[src/rtl/serial_adder_pkg.sv]
// Shared definitions for the bit-serial adder/subtractor.
package serial_adder_pkg;

  // Control sequencer states
  typedef enum logic [1:0] {
    IDLE = 2'd0,
    RUN  = 2'd1,
    DONE = 2'd2
  } state_e;

  // Legal operand width range
  localparam int MIN_WIDTH = 2;
  localparam int MAX_WIDTH = 64;

endpackage

[src/rtl/full_adder_cell.sv]
// Single-bit combinational full adder, reusable by any datapath block.
module full_adder_cell (
  input  logic a,
  input  logic b,
  input  logic cin,
  output logic s,
  output logic cout
);

  // Sum and carry of three input bits
  always_comb begin
    s    = a ^ b ^ cin;
    cout = (a & b) | (cin & (a ^ b));
  end

endmodule

[src/rtl/serial_adder.sv]
// Bit-serial adder/subtractor: one full-adder cell, a registered carry,
// LSB-first processing, with a start/busy/done handshake.
module serial_adder
  import serial_adder_pkg::*;
#(
  parameter int WIDTH = 8
) (
  input  logic             clk,
  input  logic             rst_n,
  input  logic             start,
  input  logic             sub,
  input  logic [WIDTH-1:0] a,
  input  logic [WIDTH-1:0] b,
  output logic             busy,
  output logic             done,
  output logic [WIDTH-1:0] sum,
  output logic             cout,
  output logic             ovf
);

  localparam int IDX_W = $clog2(WIDTH);
  localparam logic [IDX_W-1:0] LAST_IDX = IDX_W'(WIDTH - 1);

  if ((WIDTH < MIN_WIDTH) || (WIDTH > MAX_WIDTH)) begin : g_bad_width
    $fatal(1, "serial_adder: WIDTH must be between 2 and 64");
  end

  state_e             state_q, state_d;
  // Operand A register doubles as the result register: each step shifts
  // out one operand bit at the LSB and shifts one sum bit in at the MSB.
  logic [WIDTH-1:0]   a_sh_q, a_sh_d;
  logic [WIDTH-1:0]   b_sh_q, b_sh_d;
  logic               sub_q, sub_d;
  logic               carry_q, carry_d;
  logic [IDX_W-1:0]   idx_q, idx_d;
  logic               busy_q, busy_d;
  logic               done_q, done_d;
  logic [WIDTH-1:0]   sum_q, sum_d;
  logic               cout_q, cout_d;
  logic               ovf_q, ovf_d;

  logic               fa_y;
  logic               fa_s;
  logic               fa_cout;
  logic               accept;

  full_adder_cell u_fa (
    .a    (a_sh_q[0]),
    .b    (fa_y),
    .cin  (carry_q),
    .s    (fa_s),
    .cout (fa_cout)
  );

  // Next-state, datapath shift and result capture logic
  always_comb begin
    state_d = state_q;
    a_sh_d  = a_sh_q;
    b_sh_d  = b_sh_q;
    sub_d   = sub_q;
    carry_d = carry_q;
    idx_d   = idx_q;
    sum_d   = sum_q;
    cout_d  = cout_q;
    ovf_d   = ovf_q;
    fa_y    = b_sh_q[0] ^ sub_q;
    accept  = start && ((state_q == IDLE) || (state_q == DONE));

    case (state_q)
      IDLE: begin
        if (start) state_d = RUN;
      end
      RUN: begin
        a_sh_d  = {fa_s, a_sh_q[WIDTH-1:1]};
        b_sh_d  = b_sh_q >> 1;
        carry_d = fa_cout;
        if (idx_q == LAST_IDX) begin
          state_d = DONE;
          sum_d   = a_sh_d;
          cout_d  = fa_cout;
          // carry_q is the carry into the MSB during the final step
          ovf_d   = carry_q ^ fa_cout;
        end else begin
          idx_d = idx_q + IDX_W'(1);
        end
      end
      DONE: begin
        state_d = start ? RUN : IDLE;
      end
      default: state_d = IDLE;
    endcase

    // Subtraction adds ~b plus one; the one enters as the initial carry
    if (accept) begin
      a_sh_d  = a;
      b_sh_d  = b;
      sub_d   = sub;
      carry_d = sub;
      idx_d   = '0;
    end

    busy_d = (state_d == RUN);
    done_d = (state_d == DONE);
  end

  // State and output registers with asynchronous active-low clear
  always_ff @(posedge clk or negedge rst_n) begin
    if (!rst_n) begin
      state_q <= IDLE;
      a_sh_q  <= '0;
      b_sh_q  <= '0;
      sub_q   <= 1'b0;
      carry_q <= 1'b0;
      idx_q   <= '0;
      busy_q  <= 1'b0;
      done_q  <= 1'b0;
      sum_q   <= '0;
      cout_q  <= 1'b0;
      ovf_q   <= 1'b0;
    end else begin
      state_q <= state_d;
      a_sh_q  <= a_sh_d;
      b_sh_q  <= b_sh_d;
      sub_q   <= sub_d;
      carry_q <= carry_d;
      idx_q   <= idx_d;
      busy_q  <= busy_d;
      done_q  <= done_d;
      sum_q   <= sum_d;
      cout_q  <= cout_d;
      ovf_q   <= ovf_d;
    end
  end

  assign busy = busy_q;
  assign done = done_q;
  assign sum  = sum_q;
  assign cout = cout_q;
  assign ovf  = ovf_q;

endmodule

[config.mk]
export PLATFORM = sky130hd
export DESIGN_NAME = serial_adder
export DESIGN_NICKNAME = d
export VERILOG_FILES = /design/src/rtl/serial_adder_pkg.sv /design/src/rtl/full_adder_cell.sv /design/src/rtl/serial_adder.sv
export SDC_FILE = /design/constraint.sdc
export NUM_CORES = 1
export LEC_CHECK = 0
export CORE_AREA = 2 2 60 62
export DETAILED_ROUTE_END_ITERATION = 12
export DIE_AREA = 0 0 62 64
export HOLD_SLACK_MARGIN = 0.08
export PLACE_DENSITY = 0.91
export SYNTH_ARGS = -nofsm -noshare
export SYNTH_HDL_FRONTEND = slang
export SYNTH_SLANG_ARGS = --single-unit
[constraint.sdc]
create_clock -name clk -period 3.6 [get_ports clk]
set_input_delay 0.72 -clock clk [delete_from_list [all_inputs] [get_ports clk]]
set_output_delay 0.72 -clock clk [all_outputs]
set_load 0.05 [all_outputs]
After elaboration in Yosys (flattened, before gate mapping)
Cells that the tools add are included.
{"block": "classes", "addsub": 1, "mul": 0, "div_mod_pow": 0, "order_cmp": 0, "eq_ne": 6, "shift": 0, "mux": 13, "bitwise": 7, "n_reduce_logical": 6}
{"op": "$mux 8", "n": 4}
{"op": "$mux 3", "n": 3}
{"op": "$pmux 2 s3", "n": 1}
{"op": "$eq 2x1->1 const B", "n": 2}
{"op": "$eq 2x2->1 const B", "n": 2}
{"op": "$mux 2", "n": 2}
{"op": "$reduce_and 2->1", "n": 2}
{"op": "$xor 1x1->1", "n": 4}
{"op": "$add 3x1->3 const B", "n": 1}
{"op": "$eq 3x3->1 const B", "n": 1}
{"op": "$mux 1", "n": 3}
{"op": "$and 1x1->1", "n": 2}
{"op": "$logic_not 2->1", "n": 1}
{"op": "$ne 2x2->1 const B", "n": 1}
{"op": "$reduce_bool 2->1", "n": 1}
{"op": "$logic_and 1x1->1", "n": 1}
{"op": "$logic_or 1x1->1", "n": 1}
{"op": "$or 1x1->1", "n": 1}
{"block": "word_totals", "reg_bits": 35, "latchBits": 0, "ram_bits": 0, "rom_bits": 0, "inputBits": 20, "out_inout_bits": 12, "wordCells": 44, "mem_count": 0}

Logic depth before layout (Yosys ltp)
Gate-level depths: netlist (run 1).
{"block": "logic_depth", "word_depth": 6, "ltp_mapped": 6, "ltp_nobuf": 5}

By module
From an unflattened synthesis (run 1), not the netlist that was laid out.
{"block": "hier_totals", "hier_cells": 127, "hier_area_um2": 1805.5}
{"mod": "serial_adder", "instances": 1, "cells_per_inst": 126, "area_per_inst_um2": 1785.5, "seq_area_each_um2": 875.8}
{"mod": "full_adder_cell", "instances": 1, "cells_per_inst": 1, "area_per_inst_um2": 20.0, "seq_area_each_um2": 0.0}

Least setup slack after synthesis (run 1)
OpenSTA, ideal clock, no wires.
{"block": "synth_path", "path_kind": "register to register", "start": "register idx_q[0]", "end": "register sum_q[5], in the netlist sum[5]", "setup_ps": 125, "arrival_time_ps": 1371, "required_time_ps": 3475, "setup_slack_ps": 2104, "stages_incl_launch_ff": 6, "period_less_slack_ps": 1496, "cell_sequence": "dfrtp_1 -> ha_1 -> ha_1 -> nand3b_4 -> buf_6 -> mux2_4"}
{"block": "synth_via", "elab_chain_cells": 2}
{"element": "start: declaration", "line_no": "serial_adder.sv:35", "source": "logic [IDX_W-1:0] idx_q, idx_d;"}
{"element": "start signal: assignment", "line_no": "serial_adder.sv:126", "source": "idx_q <= idx_d;"}
{"element": "$eq 3x3->1", "line_no": "serial_adder.sv:77", "source": "if (idx_q == LAST_IDX) begin"}
{"element": "$reduce_and 2->1 (no source line)"}
{"element": "end signal: assignment", "line_no": "serial_adder.sv:129", "source": "sum_q <= sum_d;"}
{"element": "end: declaration", "line_no": "serial_adder.sv:38", "source": "logic [WIDTH-1:0] sum_q, sum_d;"}
No other way between the ends.
A chain may end at the register's enable or synchronous reset.

Final worst setup path (run 1)
{"block": "layout_path", "start": "register sum_q[0], in the netlist sum[0]", "end": "output sum[0]"}
{"element": "end: declaration", "line_no": "serial_adder.sv:16", "source": "output logic [WIDTH-1:0] sum,"}
No word-level cell between the ends.

==> metrics.md, run 1 <==
| Metric | Value |
|---|---|
| Outcome | `finished, final reports clean` |
| # IOs | `32` |
| DPL Wire Length | `2490 µm` |
| VDD IR max | `roughly 0.35 mV` |
| Vias post-DR | `between 1,000 and 1,500` |
| CTS Buffer Depth | `2` |
| Post-CTS Hold Buffers | `0` |
| Net count after synthesis | `roughly 180` |
| Ys async rst share | `1.000` |
| Post-CTS setup buffers | `0` |
| Slew HR | `0.6485` |
| Critical path class | `flop to primary output` |
| Unrepaired setup endpoints after global routing | `no` |
| Unique masters post-synth | `25` |
| IO Port Bufs | `31` |
| Internal power | `1.095 mW` |
| Crit Reg-Reg Startpoint | `idx_q[0]` |
| Final-stage net count | `~210` |
| Leak | `0.8903 nW` |
| ANT cells | `0` |
| Clock transition at path regs | `roughly 0.11 ns` |
| CP Cell Sequence | `clkdlybuf4s50_1` |
| Row Count | `21` |
| Crit path to | `sum[0]` |
| Family with the most delay on the worst path | `buffers and inverters` |
| Synth top area share | `0.5014` |
| Switching part of the total power | `0.4254` |
| H-tree depth | `2` |
| Non-filler cells, final | `232` |
| Die Span Y | `64 µm` |
| Cell Area, Synth | `1747 µm²` |
| Switching power total | `0.8104 mW` |
| Most frequent cell after synthesis | `dfrtp_1` |
| Max Slew Vio Count | `0` |
| Synth top area cells | `dfrtp_1 50%, mux2i_1 9.2%, a211oi_1 6.9%, nor2b_1 6.1%, a21oi_1 4.9%` |
| Core Util, Final | `0.6518` |
| TritonCTS clock tree | `built` |
| Routed Antenna Nets | `0` |
| Setup TNS | `0 ns` |
| Worst Skew | `0.009749 ns` |
| Number of max-cap violations | `0` |
| Wire length per cell | `about 15 µm` |
| Insertion delay to the later sink of the worst-skew pair | `0.34 ns` |
| Setup slack, reg-to-reg | `2.01 ns` |
| Power Density | `890.0 nW/µm²` |
| Crit-path max FO | `2` |
| Residual DRC | `0` |
| EDFF count, synth | `0` |
| Syn_area_per_cell | `11.34 µm²` |
| Area grow syn2layout | `22.56%` |
| Gr usage total | `0.1881` |
| Fill count | `249` |
| DP Worst Slack | `1.191 ns` |
| Crit path from | `sum[0]` |
| CTS sink count | `35` |
| Routed WL | `approximately 3500 µm` |
| Setup-failing EPs final | `0` |
| Root buffer cell | `clkbuf_4` |
| Total CTS buffers | `5` |
| Vias per Instance | `~5.4` |
| Grt ovf | `0` |
| Max Freq | `about 0.44 GHz` |
| Flops & latches, synth | `35` |
| Drt pass-1 iters | `4` |
| WP depth | `1` |
| Setup WS post-layout | `1.347 ns` |
| CP Buf/Inv Count | `1` |
| Die area | `between 3000 and 4000 µm²` |
| Top cells by count, synth | `35 x dfrtp_1, 17 x a21oi_1, 17 x nor2b_1, 16 x a211oi_1, 16 x mux2i_1` |
| Pin count of the biggest net entering global routing | `44` |
| Clk pwr share | `0.127` |
| Mapped Cells | `154` |
| First-pass GRT wire length | `5506 µm` |
| Tcrit/Tclk final | `0.6259` |
| CP Data Arrival Time | `1.53 ns` |
| Register-to-Register Path Depth | `4` |
| Initial antenna violation count | `0` |
| Synth Warn # | `0` |
| Placed insts | `~220` |
| Share of cells above drive strength 1 | `0.08065` |
| Crit path required time | `2.88 ns` |
| Gpl congestion | `0.7845` |
| Post-synthesis sequential area ratio | `0.5014` |
| Die width | `62 µm` |
| Main synth FF type | `dfrtp_1` |
| Core box area | `roughly 3300 µm²` |
| Hold Vio Cnt, Final | `0` |
| Largest area contributor in the netlist | `dfrtp_1` |
| Vias in the first global route | `between 1,000 and 1,500` |
| CP Capture Type | `primary output` |
| Post-layout min period | `2.253 ns` |
| Post-CTS resize count | `0` |
| Initial Util | `0.5318` |
| Max incr delay on CP | `0.83 ns` |
| Reg power frac | `0.380` |
| Worst min-delay path class | `flop to flop` |
| Worst r2r dst | `sum[0]` |
| Worst Setup Start Kind | `flop` |
| Gate power share | `0.494` |
| Slowest CP cell | `clkdlybuf4s50_1` |
| Initial drt markers | `44` |
| Slew @ Worst Pin | `0.5255 ns` |
==> final cells by class <==
type / count / area [µm²] / share of cell area
sequential: 35 / 875.8 / 0.4091
inverter: 5 / 18.77 / 0.008767
tap: 46 / 57.56 / 0.02688
timing repair buffer: 35 / 340.3 / 0.1590
clock buffer: 8 / 68.82 / 0.03214
multi-input combinational: 103 / 779.5 / 0.3641
==> routing by layer <==
layer | global-route usage | part of all wire | vias up
met2 | 0.3099 | 0.51 | 34
li1 | - | - | 612
met1 | 0.2326 | 0.44 | 605
met4 | 0.07181 | 0.015 | 0
met5 | 0 | 0 | -
met3 | 0.04251 | 0.036 | 5
==> power groups by stage <==
stage / Combinational, mW / Clock [mW] / Sequential [mW]
global placement: 0.897 / 0 / 0.711
detailed placement: 0.943 / 0 / 0.731
global route: 1.02 / 0.265 / 0.753
finish: 0.940 / 0.242 / 0.723
CTS: 0.947 / 0.246 / 0.724
floorplan: 0.502 / 0 / 0.895
==> worst min path at each step <==
stage	start	to	cells after the start	slack, ns
after detailed placement	sum[7]	sum[7]	2	0.48
after floorplan	rst_n	a_sh_q[0]	0	0.42
after CTS	sum[7]	sum[7]	2	0.50
final	sum[7]	sum[7]	2	0.50
after global placement	sum[7]	sum[7]	2	0.47
after global routing	sum[7]	sum[7]	2	0.53
==> kinds of logic after synthesis <==
logic type / synth area share
buffers and inverters: 0.05229
multiplexers: 0.1476
AO/OA/AOI/OAI: 0.1511
adder cells (fa/ha/maj): 0.02579
AND/OR/NAND/NOR: 0.1067
XOR/XNOR: 0.01505
flip-flops: 0.5014
==> through the flow <==
stage	power, mW	cell area, µm²	hold slack, ns
after CTS	1.917	2141	0.5046
after global routing	2.035	2141	0.5337
after detailed placement	1.674	2072	0.4819
after global placement	1.608	2072	0.4707
after floorplan	1.397	1747	0.4244
final	1.905	2141	0.5011
==> state kept, by name (all words and copies together), names as in the netlist <==
signal / flops
a_sh_q: 8
b_sh_q: 8
busy: 1
carry_q: 1
cout: 1
done: 1
idx_q: 3
ovf: 1
state_q: 2
sub_q: 1
sum: 8
==> cells in the final DEF (no fill, tap or decap), types with 3 or more instances in the layout <==
| cell | count |
|---|---|
| a211oi_1 | 16 |
| a21oi_1 | 17 |
| buf_4 | 4 |
| clkbuf_4 | 5 |
| clkdlybuf4s50_1 | 31 |
| dfrtp_1 | 35 |
| inv_1 | 5 |
| mux2_1 | 6 |
| mux2i_1 | 16 |
| nand2_1 | 7 |
| nand3_1 | 3 |
| nor2b_1 | 17 |
| o21ai_1 | 4 |
No activity file was read; power rests on OpenSTA's default activity.
==> run 2: changes to the inputs <==
--- a/config.mk
+++ b/config.mk
@@ -5,11 +5,11 @@
 export SDC_FILE = /design/constraint.sdc
 export NUM_CORES = 1
 export LEC_CHECK = 0
-export CORE_AREA = 2 2 60 62
+export CORE_AREA = 2 2 62 64
 export DETAILED_ROUTE_END_ITERATION = 12
-export DIE_AREA = 0 0 62 64
+export DIE_AREA = 0 0 64 66
 export HOLD_SLACK_MARGIN = 0.08
-export PLACE_DENSITY = 0.91
+export PLACE_DENSITY = 0.87
 export SYNTH_ARGS = -nofsm -noshare
 export SYNTH_HDL_FRONTEND = slang
 export SYNTH_SLANG_ARGS = --single-unit
==> constraint.sdc (replaced) <==
create_clock -name clk -period 2.3 [get_ports clk]
set_input_delay 0.46 -clock clk [delete_from_list [all_inputs] [get_ports clk]]
set_output_delay 0.46 -clock clk [all_outputs]
set_load 0.05 [all_outputs]
==> run 2 against run 1 <==
  * Final cell count increased by 1.7%
  * Flip-flop and latch count unchanged
  * Sequential power increased by 55%
  * Worst hold slack got worse by 0.010 ns
  * Sequential share of layout area decreased by 0.33 points
  * First-iteration DRC count increased by 45%
  * Wire length decreased by 1.6%
  * Via count increased by 1.6%
  * Highest routed layer unchanged
==> metrics.md, run 2 (synthesis gave the netlist of run 1 again) <==
| Metric | Value |
|---|---|
| ANT cells | `0 (unchanged)` |
| Gr usage total | `0.1840 (was 0.1881)` |
| Gpl congestion | `0.7750 (was 0.7845)` |
| Routed Antenna Nets | `0 (unchanged)` |
| DPL Wire Length | `2483 µm (was 2490 µm)` |
| Tcrit/Tclk final | `0.8696` |
| Critical path class | `flop to primary output (unchanged)` |
| Final-stage net count | `210 (was 208)` |
| Initial Util | `0.4919 (was 0.5318)` |
| Internal power | `1.719 mW (was 1.095 mW)` |
| Max Slew Vio Count | `0 (unchanged)` |
| Unrepaired setup endpoints after global routing | `no (unchanged)` |
| Max incr delay on CP | `0.81 ns (was 0.83 ns)` |
| Setup TNS | `0 ns (unchanged)` |
| Setup-failing EPs final | `0 (unchanged)` |
| Vias in the first global route | `1,305 (was 1,226)` |
| Core box area | `3551 µm² (was 3284 µm²)` |
| Fill count | `280 (was 249)` |
| Placed insts | `228 (was 224)` |
| Slew @ Worst Pin | `0.5089 ns (was 0.5255 ns)` |
| Root buffer cell | `clkbuf_4 (unchanged)` |
| Crit-path max FO | `2 (unchanged)` |
| Clk pwr share | `0.128 (was 0.127)` |
| Reg power frac | `0.376 (was 0.380)` |
| Die width | `64 µm (was 62 µm)` |
| First-pass GRT wire length | `5851 µm (was 5506 µm)` |
| Area of the multi-input gates | `779.5 µm² (unchanged)` |
| Switching part of the total power | `0.4233 (was 0.4254)` |
| Row Count | `22 (was 21)` |
| Post-CTS Hold Buffers | `0 (unchanged)` |
| Worst Setup Start Kind | `flop (unchanged)` |
| CP Data Arrival Time | `1.54 ns (was 1.53 ns)` |
| Die Span Y | `66 µm (was 64 µm)` |
| Number of max-cap violations | `0 (unchanged)` |
| Total CTS buffers | `5 (unchanged)` |
| DP Worst Slack | `0.5682 ns (was 1.191 ns)` |
| Slew HR | `0.6596 (was 0.6485)` |
| Non-filler cells, final | `236 (was 232)` |
| Wire length per cell | `14.58 µm (was 15.07 µm)` |
| Register area | `875.8 µm² (unchanged)` |
| CP Capture Type | `primary output (unchanged)` |
| Vias post-DR | `1,276 (was 1,256)` |
| Gate power share | `0.496 (was 0.494)` |
| Pin count of the biggest net entering global routing | `36 (was 44)` |
| Worst min-delay path class | `flop to flop (unchanged)` |
| Power Density | `1381 nW/µm² (was 890.0 nW/µm²)` |
| DP Area | `2090 µm² (was 2072 µm²)` |
| Share of cells above drive strength 1 | `0.09043 (was 0.08065)` |
| Switching power total | `1.262 mW (was 0.8104 mW)` |
| CP Cell Sequence | `clkdlybuf4s50_1 (unchanged)` |
| # IOs | `32 (unchanged)` |
| H-tree depth | `2 (unchanged)` |
| Area grow syn2layout | `23.57% (was 22.56%)` |
| IO Port Bufs | `31 (unchanged)` |
| CP Buf/Inv Count | `1 (unchanged)` |
| Family with the most delay on the worst path | `buffers and inverters (unchanged)` |
| Outcome | `finished, final reports clean (unchanged)` |
| Leak | `0.8997 nW (was 0.8903 nW)` |
| Setup WS post-layout | `0.3000 ns (was 1.347 ns)` |
| TritonCTS clock tree | `built (unchanged)` |
| Hold Vio Cnt, Final | `0 (unchanged)` |
| Clock transition at path regs | `0.11 ns (about the same)` |
| Post-CTS setup buffers | `0 (unchanged)` |
| Drt pass-1 iters | `6 (was 4)` |
| Die area | `4224 µm² (was 3968 µm²)` |
| CTS Buffer Depth | `2 (unchanged)` |
| Finished Cell Area | `2158 µm² (was 2141 µm²)` |
| Post-CTS resize count | `0 (unchanged)` |
| CTS sink count | `35 (unchanged)` |
| Worst Skew | `0.01511 ns (was 0.009749 ns)` |
| Most frequent cells in the layout | `35 x dfrtp_1, 31 x clkdlybuf4s50_1, 17 x nor2b_1, 17 x a21oi_1 (unchanged)` |
| Hold_ws | `0.4908 ns (was 0.5011 ns)` |
| Commonest non-fill, non-tap cell in the layout | `dfrtp_1 (unchanged)` |
| Initial antenna violation count | `0 (unchanged)` |
| Routed WL | `3441 µm (was 3496 µm)` |
| Insertion delay to the later sink of the worst-skew pair | `0.35 ns (was 0.34 ns)` |
| Residual DRC | `0 (unchanged)` |
| Max Freq | `0.5000 GHz` |
| Post-layout min period | `2.000 ns` |
| Crit path required time | `1.84 ns (was 2.88 ns)` |
| Grt ovf | `0 (unchanged)` |
| VDD IR max | `0.7275 mV (was 0.3511 mV)` |
| Vias per Instance | `5.407 (was 5.414)` |
| Slowest CP cell | `clkdlybuf4s50_1 (unchanged)` |
| Initial drt markers | `64 (was 44)` |
[run 2: cell types whose count changed in the layout (fill, tap and decap cells not counted), sizes merged]
cell  previous run  this run
buf              4         6
[run 2: final cells by class]
type                            count  share of cell area
Clock buffer                        8             0.03188
Inverter                            5            0.008696
Multi-Input combinational cell    103              0.3612
Sequential cell                    35              0.4058
Tap cell                           48             0.02783
Timing Repair Buffer               37              0.1646
[run 2: path summary, 6_finish.rpt]
kind,slack [ns],startpoint,cells past startpoint,endpoint
worst max-delay path,0.30,sum[6],1,sum[6]
worst min-delay path,0.49,ovf,2,ovf
worst max register to register,0.72,idx_q[0],4,sum[0]
worst min register to register,0.49,ovf,2,ovf
max in group asynchronous,1.47,rst_n,2,sum[1]
min in group asynchronous,0.51,rst_n,2,sum[6]
[run 2: worst min-delay path, stage by stage, from the launching register on]
cell and delay (ns):
dfrtp_1 0.36, nand2_1 0.05, o21ai_1 0.06
[run 2: metrics by stage]
step	total power [mW]	util
after global routing	3.192	0.6078
after floorplan	2.186	-
after detailed placement	2.619	0.5884
after global placement	2.517	0.5884
after CTS	3.008	0.6078
final	2.982	0.6078
[run 2: power by group through the flow]
stage	combinational, mW	clock (mW)	sequential, mW
2_1_floorplan	0.785	0	1.40
3_3_place_gp	1.41	0	1.11
3_5_place_dp	1.49	0	1.13
4_1_cts	1.49	0.391	1.12
5_1_grt	1.62	0.415	1.16
6_report	1.48	0.382	1.12
[run 2: metal layers]
metal / global-route usage / wire (µm) / vias up
met5: 0 / 0 / -
met4: 0.08424 / 100 / 0
met3: 0.05622 / 176 / 12
met2: 0.3242 / 1770 / 40
met1: 0.2031 / 1393 / 610
li1: - / - / 614
